--- src/rtl/dds_sweep_controller_if.sv ---
// Sweep configuration channel (valid/ready) from the control-register block
// to dds_sweep_controller. The register block drives the master side.
interface dds_sweep_controller_if #(
  parameter int PHASE_WIDTH = 24,
  parameter int DWELL_WIDTH = 16
);
  logic                   cfg_valid;
  logic                   cfg_ready;
  logic [PHASE_WIDTH-1:0] cfg_start_fcw;
  logic [PHASE_WIDTH-1:0] cfg_stop_fcw;
  logic [PHASE_WIDTH-1:0] cfg_step;
  logic [DWELL_WIDTH-1:0] cfg_dwell;
  logic [PHASE_WIDTH-1:0] cfg_phase;
  logic                   cfg_continuous;

  modport master (
    output cfg_valid, cfg_start_fcw, cfg_stop_fcw, cfg_step, cfg_dwell,
           cfg_phase, cfg_continuous,
    input  cfg_ready
  );

  modport slave (
    input  cfg_valid, cfg_start_fcw, cfg_stop_fcw, cfg_step, cfg_dwell,
           cfg_phase, cfg_continuous,
    output cfg_ready
  );
endinterface

--- src/rtl/dds_sweep_controller.sv ---
// DDS linear frequency sweep (chirp) sequencer.
// INIT settles for SETTLE_CYCLES, IDLE accepts configuration and start,
// RUN steps the FCW from start to stop with a per-step dwell.
// Optional macro DDS_SWEEP_PINGPONG_EN: triangle sweep (up then down) instead
// of sawtooth; when undefined the direction register and down path are absent.
module dds_sweep_controller #(
  parameter int PHASE_WIDTH   = 24,
  parameter int DWELL_WIDTH   = 16,
  parameter int SETTLE_CYCLES = 1024
) (
  input  logic                   clk,
  input  logic                   rst_n,
  dds_sweep_controller_if.slave  cfg,
  input  logic                   start,
  input  logic                   abort,
  output logic                   dds_enable,
  output logic [PHASE_WIDTH-1:0] dds_fcw,
  output logic [PHASE_WIDTH-1:0] dds_phase_offset,
  output logic                   busy,
  output logic                   done,
  output logic                   wrap,
  output logic                   cfg_err
);
  localparam int PW = PHASE_WIDTH;
  localparam int SW = $clog2(SETTLE_CYCLES + 1);

  typedef enum logic [1:0] {S_INIT, S_IDLE, S_RUN} state_t;
  state_t state, state_nxt;

  logic [SW-1:0]          settle_cnt;
  logic [DWELL_WIDTH-1:0] dwell_cnt, dwell_cnt_nxt;
  logic [PW-1:0]          start_fcw, stop_fcw, step, phase;
  logic [DWELL_WIDTH-1:0] dwell;
  logic                   continuous, cfg_loaded;

  logic          en_nxt, busy_nxt, done_nxt, wrap_nxt, err_nxt, ready_nxt;
  logic [PW-1:0] fcw_nxt, phase_nxt;

  logic          handshake, cfg_ok, settle_done, tc, last_step, up_ok;
  logic [PW:0]   up_sum;

  assign handshake   = cfg.cfg_valid && cfg.cfg_ready;
  assign cfg_ok      = (cfg.cfg_start_fcw <= cfg.cfg_stop_fcw) && (cfg.cfg_step != '0);
  assign settle_done = (settle_cnt == SW'(SETTLE_CYCLES - 1));
  assign tc          = (dwell_cnt == dwell);
  // one extra bit so a step past the top of the FCW range cannot wrap to a small value
  assign up_sum      = {1'b0, dds_fcw} + {1'b0, step};
  assign up_ok       = (up_sum <= {1'b0, stop_fcw});

`ifdef DDS_SWEEP_PINGPONG_EN
  logic          dir, dir_nxt;   // 1 = descending
  logic [PW:0]   dn_diff;
  logic          dn_ok;
  assign dn_diff   = {1'b0, dds_fcw} - {1'b0, step};
  assign dn_ok     = !dn_diff[PW] && (dn_diff[PW-1:0] >= start_fcw);
  // a sweep that can neither go up nor down is a single point: treat it as the end
  assign last_step = dir ? !dn_ok : (!up_ok && !dn_ok);
`else
  assign last_step = !up_ok;
`endif

  // state register
  always_ff @(posedge clk or negedge rst_n)
    if (!rst_n) state <= S_INIT;
    else        state <= state_nxt;

  // next-state logic; a config handshake shadows a simultaneous start
  always_comb begin
    state_nxt = state;
    case (state)
      S_INIT:  if (settle_done) state_nxt = S_IDLE;
      S_IDLE:  if (!handshake && start && cfg_loaded) state_nxt = S_RUN;
      S_RUN:   if (abort || (tc && last_step && !continuous)) state_nxt = S_IDLE;
      default: state_nxt = S_INIT;
    endcase
  end

  // next values of the registered outputs and the step datapath
  always_comb begin
    en_nxt        = dds_enable;
    busy_nxt      = busy;
    fcw_nxt       = dds_fcw;
    phase_nxt     = dds_phase_offset;
    dwell_cnt_nxt = dwell_cnt;
    done_nxt      = 1'b0;
    wrap_nxt      = 1'b0;
    err_nxt       = 1'b0;
    ready_nxt     = (state_nxt == S_IDLE);
`ifdef DDS_SWEEP_PINGPONG_EN
    dir_nxt       = dir;
`endif
    case (state)
      S_IDLE: begin
        err_nxt = handshake && !cfg_ok;
        if (state_nxt == S_RUN) begin
          en_nxt        = 1'b1;
          busy_nxt      = 1'b1;
          fcw_nxt       = start_fcw;
          phase_nxt     = phase;
          dwell_cnt_nxt = '0;
`ifdef DDS_SWEEP_PINGPONG_EN
          dir_nxt       = 1'b0;
`endif
        end
      end
      S_RUN: begin
        if (state_nxt == S_IDLE) begin
          // abort or single-sweep end; abort suppresses done
          en_nxt    = 1'b0;
          busy_nxt  = 1'b0;
          fcw_nxt   = '0;
          phase_nxt = '0;
          done_nxt  = !abort;
        end else if (tc) begin
          dwell_cnt_nxt = '0;
`ifdef DDS_SWEEP_PINGPONG_EN
          if (!dir && up_ok)      fcw_nxt = up_sum[PW-1:0];
          else if (dir && dn_ok)  fcw_nxt = dn_diff[PW-1:0];
          else if (!dir && dn_ok) begin
            // top turn: skip repeating the top step
            fcw_nxt  = dn_diff[PW-1:0];
            dir_nxt  = 1'b1;
            wrap_nxt = continuous;
          end else begin
            // bottom turn (continuous only here): skip repeating start_fcw
            dir_nxt  = 1'b0;
            wrap_nxt = 1'b1;
            if (up_ok) fcw_nxt = up_sum[PW-1:0];
          end
`else
          if (up_ok) fcw_nxt = up_sum[PW-1:0];
          else begin
            fcw_nxt  = start_fcw;
            wrap_nxt = 1'b1;
          end
`endif
        end else begin
          dwell_cnt_nxt = dwell_cnt + DWELL_WIDTH'(1);
        end
      end
      default: ;
    endcase
  end

  // output and dwell registers
  always_ff @(posedge clk or negedge rst_n)
    if (!rst_n) begin
      dds_enable       <= 1'b0;
      dds_fcw          <= '0;
      dds_phase_offset <= '0;
      busy             <= 1'b0;
      done             <= 1'b0;
      wrap             <= 1'b0;
      cfg_err          <= 1'b0;
      cfg.cfg_ready    <= 1'b0;
      dwell_cnt        <= '0;
`ifdef DDS_SWEEP_PINGPONG_EN
      dir              <= 1'b0;
`endif
    end else begin
      dds_enable       <= en_nxt;
      dds_fcw          <= fcw_nxt;
      dds_phase_offset <= phase_nxt;
      busy             <= busy_nxt;
      done             <= done_nxt;
      wrap             <= wrap_nxt;
      cfg_err          <= err_nxt;
      cfg.cfg_ready    <= ready_nxt;
      dwell_cnt        <= dwell_cnt_nxt;
`ifdef DDS_SWEEP_PINGPONG_EN
      dir              <= dir_nxt;
`endif
    end

  // post-reset settle counter, only advances in INIT
  always_ff @(posedge clk or negedge rst_n)
    if (!rst_n)               settle_cnt <= '0;
    else if (state == S_INIT) settle_cnt <= settle_cnt + SW'(1);

  // configuration latch; rejected configurations leave the previous one intact
  always_ff @(posedge clk or negedge rst_n)
    if (!rst_n) begin
      start_fcw  <= '0;
      stop_fcw   <= '0;
      step       <= '0;
      dwell      <= '0;
      phase      <= '0;
      continuous <= 1'b0;
      cfg_loaded <= 1'b0;
    end else if (handshake && cfg_ok) begin
      start_fcw  <= cfg.cfg_start_fcw;
      stop_fcw   <= cfg.cfg_stop_fcw;
      step       <= cfg.cfg_step;
      dwell      <= cfg.cfg_dwell;
      phase      <= cfg.cfg_phase;
      continuous <= cfg.cfg_continuous;
      cfg_loaded <= 1'b1;
    end
endmodule
--- src/flat_wrapper.sv ---
// flat-port wrapper written by rule: the top's interface ports become plain ports
module dds_sweep_controller_flat 
#(
  parameter int PHASE_WIDTH   = 24,
  parameter int DWELL_WIDTH   = 16,
  parameter int SETTLE_CYCLES = 1024
)
  (clk, rst_n, start, abort, dds_enable, dds_fcw, dds_phase_offset, busy, done, wrap, cfg_err, cfg_cfg_valid, cfg_cfg_start_fcw, cfg_cfg_stop_fcw, cfg_cfg_step, cfg_cfg_dwell, cfg_cfg_phase, cfg_cfg_continuous, cfg_cfg_ready);
  dds_sweep_controller_if #(.PHASE_WIDTH(PHASE_WIDTH), .DWELL_WIDTH(DWELL_WIDTH)) cfg_i ();
  input  logic clk;
  input  logic rst_n;
  input  logic start;
  input  logic abort;
  output logic dds_enable;
  output logic [PHASE_WIDTH-1:0] dds_fcw;
  output logic [PHASE_WIDTH-1:0] dds_phase_offset;
  output logic busy;
  output logic done;
  output logic wrap;
  output logic cfg_err;
  input wire logic [$bits(cfg_i.cfg_valid)-1:0] cfg_cfg_valid;
  input wire logic [$bits(cfg_i.cfg_start_fcw)-1:0] cfg_cfg_start_fcw;
  input wire logic [$bits(cfg_i.cfg_stop_fcw)-1:0] cfg_cfg_stop_fcw;
  input wire logic [$bits(cfg_i.cfg_step)-1:0] cfg_cfg_step;
  input wire logic [$bits(cfg_i.cfg_dwell)-1:0] cfg_cfg_dwell;
  input wire logic [$bits(cfg_i.cfg_phase)-1:0] cfg_cfg_phase;
  input wire logic [$bits(cfg_i.cfg_continuous)-1:0] cfg_cfg_continuous;
  output wire logic [$bits(cfg_i.cfg_ready)-1:0] cfg_cfg_ready;
  assign cfg_i.cfg_valid = cfg_cfg_valid;
  assign cfg_i.cfg_start_fcw = cfg_cfg_start_fcw;
  assign cfg_i.cfg_stop_fcw = cfg_cfg_stop_fcw;
  assign cfg_i.cfg_step = cfg_cfg_step;
  assign cfg_i.cfg_dwell = cfg_cfg_dwell;
  assign cfg_i.cfg_phase = cfg_cfg_phase;
  assign cfg_i.cfg_continuous = cfg_cfg_continuous;
  assign cfg_cfg_ready = cfg_i.cfg_ready;
  dds_sweep_controller #(.PHASE_WIDTH(PHASE_WIDTH), .DWELL_WIDTH(DWELL_WIDTH), .SETTLE_CYCLES(SETTLE_CYCLES)) u_core (.clk(clk), .rst_n(rst_n), .cfg(cfg_i), .start(start), .abort(abort), .dds_enable(dds_enable), .dds_fcw(dds_fcw), .dds_phase_offset(dds_phase_offset), .busy(busy), .done(done), .wrap(wrap), .cfg_err(cfg_err));
endmodule
--- config.mk ---
export PLATFORM = sky130hd
export DESIGN_NAME = dds_sweep_controller_flat
export DESIGN_NICKNAME = d
export VERILOG_FILES = /design/src/rtl/dds_sweep_controller_if.sv /design/src/rtl/dds_sweep_controller.sv /design/src/flat_wrapper.sv
export SDC_FILE = /design/constraint.sdc
export NUM_CORES = 1
export LEC_CHECK = 0
export CORE_ASPECT_RATIO = 0.7
export CORE_MARGIN = 3
export CORE_UTILIZATION = 52
export DETAILED_ROUTE_END_ITERATION = 8
export HOLD_SLACK_MARGIN = 0.1
export PLACE_DENSITY = 0.88
export SETUP_SLACK_MARGIN = 0.1
export SLEW_MARGIN = 5
export SYNTH_ARGS = -nofsm -noshare
export SYNTH_HDL_FRONTEND = slang
export SYNTH_SLANG_ARGS = --single-unit
--- constraint.sdc ---
create_clock -name clk -period 6.35 [get_ports clk]
set_clock_uncertainty 0.05 [all_clocks]
set_input_delay 0.9525 -clock clk [delete_from_list [all_inputs] [get_ports clk]]
set_output_delay 0.9525 -clock clk [all_outputs]
set_load 0.1 [all_outputs]
==> flow_summary.json <==
{
  "overflow": 0,
  "grt_max_degree": 127,
  "ys_seq_elements": 196,
  "synth_seq_area_share_pct": 46.17,
  "yosysTopAreaCell": "dfrtp_1",
  "syn_avg_cell_area_sq_um": 11.47,
  "critPathKind": "flop to flop",
  "synth_area_sq_um": 10620,
  "start_kind": "flop",
  "vias": 7959,
  "num-fill-cells": 1473,
  "cts.htree.levels": 4,
  "placementRows": 43,
  "fin_setup_tns_ps": 0,
  "hold_viol": 0,
  "maxSlewViolCount": 0,
  "hold_start": "u_core.phase[8]",
  "groute.usage.overall_pct": 25.12,
  "dp_hpwl_um": 20100,
  "drv_cap": 0,
  "multi_input_area_sq_um": 5329,
  "async_reset_ff_share_pct": 100.0,
  "grtUsageMet3_pct": 7.832,
  "clock_latency_ps": 440,
  "synth_flop_cell": "dfrtp_1",
  "hold_path_class": "flop to flop",
  "core_sq_um": 19910,
  "arrival_ps": 5950,
  "ys_top_cells_by_count": "196 x dfrtp_1, 95 x mux2_2, 78 x ha_1",
  "slew_headroom_pct": 3.718,
  "r2r_start": "u_core.dds_fcw[0]",
  "clockBufferDepth": 2,
  "setup_violations": 0,
  "drtPass1Iterations": 5,
  "syn_nets": 1123,
  "die_w_um": 176.8,
  "cts.root.buffer_cell": "clkbuf_16",
  "die-area_sq_um": 22210,
  "antenna_found_initial": 0,
  "ios": 172,
  "r2r_slack_ps": 700,
  "grt_pass1_vias": 8324,
  "start_util_pct": 53.37,
  "layout.nets": 1288,
  "gr-max-usage-layer": "met2",
  "yosysMostFrequentCell": "dfrtp_1",
  "ys_types": 67,
  "synth_area_leaders": "dfrtp_1 46%, mux2_2 10%, ha_1 9.2%",
  "gr-usage-met2_pct": 37.10,
  "first_iter_violations": 641,
  "portBuffers": 171,
  "grt_pass1_wl_um": 44080,
  "crit_path_start": "u_core.dds_fcw[0]",
  "path_max_fanout": 19,
  "critPathRequiredTime_ps": 6650,
  "place_congestion": 0.9247,
  "clk_pin_slew_ps": 80,
  "viasPerCell": 5.793,
  "syn_to_final_growth_pct": 24.83,
  "fmax_mhz": 176.9,
  "drc_errors": 0,
  "synth_edf_count": 0,
  "n_antenna_cell": 0,
  "crit_path_end_kind": "flop",
  "fin_crit_ps": 5652,
  "use_met1_pct": 36.00,
  "worstMarginPinSlew_ps": 1431,
  "status": "finished, final reports clean",
  "regArea_sq_um": 4905,
  "rsz0062_at_grt": "no",
  "fin_crit_sh_pct": 89.02,
  "tritoncts": "done",
  "avgRoutedWirePerCell_um": 19.84,
  "drt_wl_total_um": 27260,
  "cts_made_buffers": 17,
  "drive_gt1_share_pct": 14.31,
  "clkSinkCount": 196,
  "die-height_um": 125.6,
  "ant_nets": 0,
  "yosysWarnings": 0,
  "synth_cells": 926,
  "synth_top_cell_area_share_pct": 46.17
}
-- worst max-delay path: stages, from the launching register on --
cell	delay (ps)
dfrtp_1	380
ha_1	190
inv_1	60
fa_1	420
nor2b_1	200
o31ai_2	110
a2bb2oi_1	370
a21bo_2	300
a22oi_1	120
a21oi_1	190
xor2_1	260
ha_1	300
a21o_1	180
a211oi_1	310
nand2_1	100
nor4_1	280
a21oi_1	210
nor3_2	420
o221ai_4	300
or2_2	530
o31ai_1	280
-- final timing paths --
kind / endpoint / cells after the start
max in group asynchronous: u_core.cfg_loaded / 2
min in group asynchronous: u_core.step[11] / 1
worst max register to register: u_core.dwell_cnt[5] / 20
worst min register to register: u_core.dds_phase_offset[8] / 1
worst min-delay path: u_core.dds_phase_offset[8] / 1
worst max-delay path: u_core.dwell_cnt[5] / 20
-- layout by cell type (no fill, tap or decap), drive strengths merged, types with 12 or more instances in the layout --
master         Yosys  final
a22o              47     47
ha                78     78
xor2              25     25
and3              16     16
clkdlybuf4s50      0    170
mux2i             24     24
a21oi             35     35
inv               68     74
nor2              30     30
dfrtp            196    196
nand2             29     29
nand3             13     13
xnor2             21     21
mux2             114    114
a21o              12     12
o21ai             44     44
nor4              15     15
clkbuf            11     19
nand4             16     16
-- stage by stage --
| step | utilization, % | instance area (sq um) | hold slack [ps] | setup slack [ps] | cells |
|---|---|---|---|---|---|
| 2_1_floorplan | - | 10620 | 405.9 | 885.9 | 926 |
| 3_3_place_gp | 63.30 | 12600 | 418.6 | 774.8 | 1342 |
| 3_5_place_dp | 63.30 | 12600 | 425.3 | 497.0 | 1342 |
| 4_1_cts | 66.52 | 13240 | 440.7 | 499.6 | 1374 |
| 5_1_grt | 66.62 | 13260 | 458.2 | 117.0 | 1374 |
| 6_report | 66.62 | 13260 | 438.9 | 697.5 | 1374 |
-- final cells by class --
type | count | area share [%]
Multi-Input combinational cell | 630 | 40.18
Tap cell | 270 | 2.547
Sequential cell | 196 | 36.98
Inverter | 68 | 1.925
Timing Repair Buffer | 178 | 13.52
Clock inverter | 14 | 1.604
Clock buffer | 18 | 3.236
-- kinds of logic after synthesis --
logic type | after synthesis | synth area share, %
buffers and inverters | 100 | 4.004
AND/OR/NAND/NOR | 164 | 8.374
XOR/XNOR | 46 | 3.792
flip-flops | 196 | 46.17
adder cells (fa/ha/maj) | 79 | 9.375
multiplexers | 138 | 14.34
AO/OA/AOI/OAI | 203 | 13.94
-- state kept, by name, indices dropped and copies added, names as in the netlist --
signal,cells
u_core.cfg_loaded,1
u_core.start_fcw,24
u_core.step,24
u_core.dwell,16
u_core.cfg_err,1
u_core.phase,24
u_core.dds_fcw,24
u_core.settle_cnt,11
u_core.wrap,1
u_core.dwell_cnt,16
u_core.continuous,1
u_core.stop_fcw,24
u_core.dds_enable,1
u_core.state,2
u_core.dds_phase_offset,24
u_core.cfg.cfg_ready,1
u_core.done,1
-- what timing repair did --
item                       CTS  global route
setup buffers                0             0
hold buffers                 0             0
resized for setup            0             3
setup endpoints to repair    0            19
hold endpoints to repair     0             0
-- routing by layer --
metal,vias to the layer above,part of all wire [%]
met3,40,8.5
met5,-,0
met2,299,44
met1,3921,46
met4,0,1.7
li1,3699,-
Power is left out: the tool's default activity adds up to more than one toggle a clock period on the data nets, which glitch-free logic cannot reach.
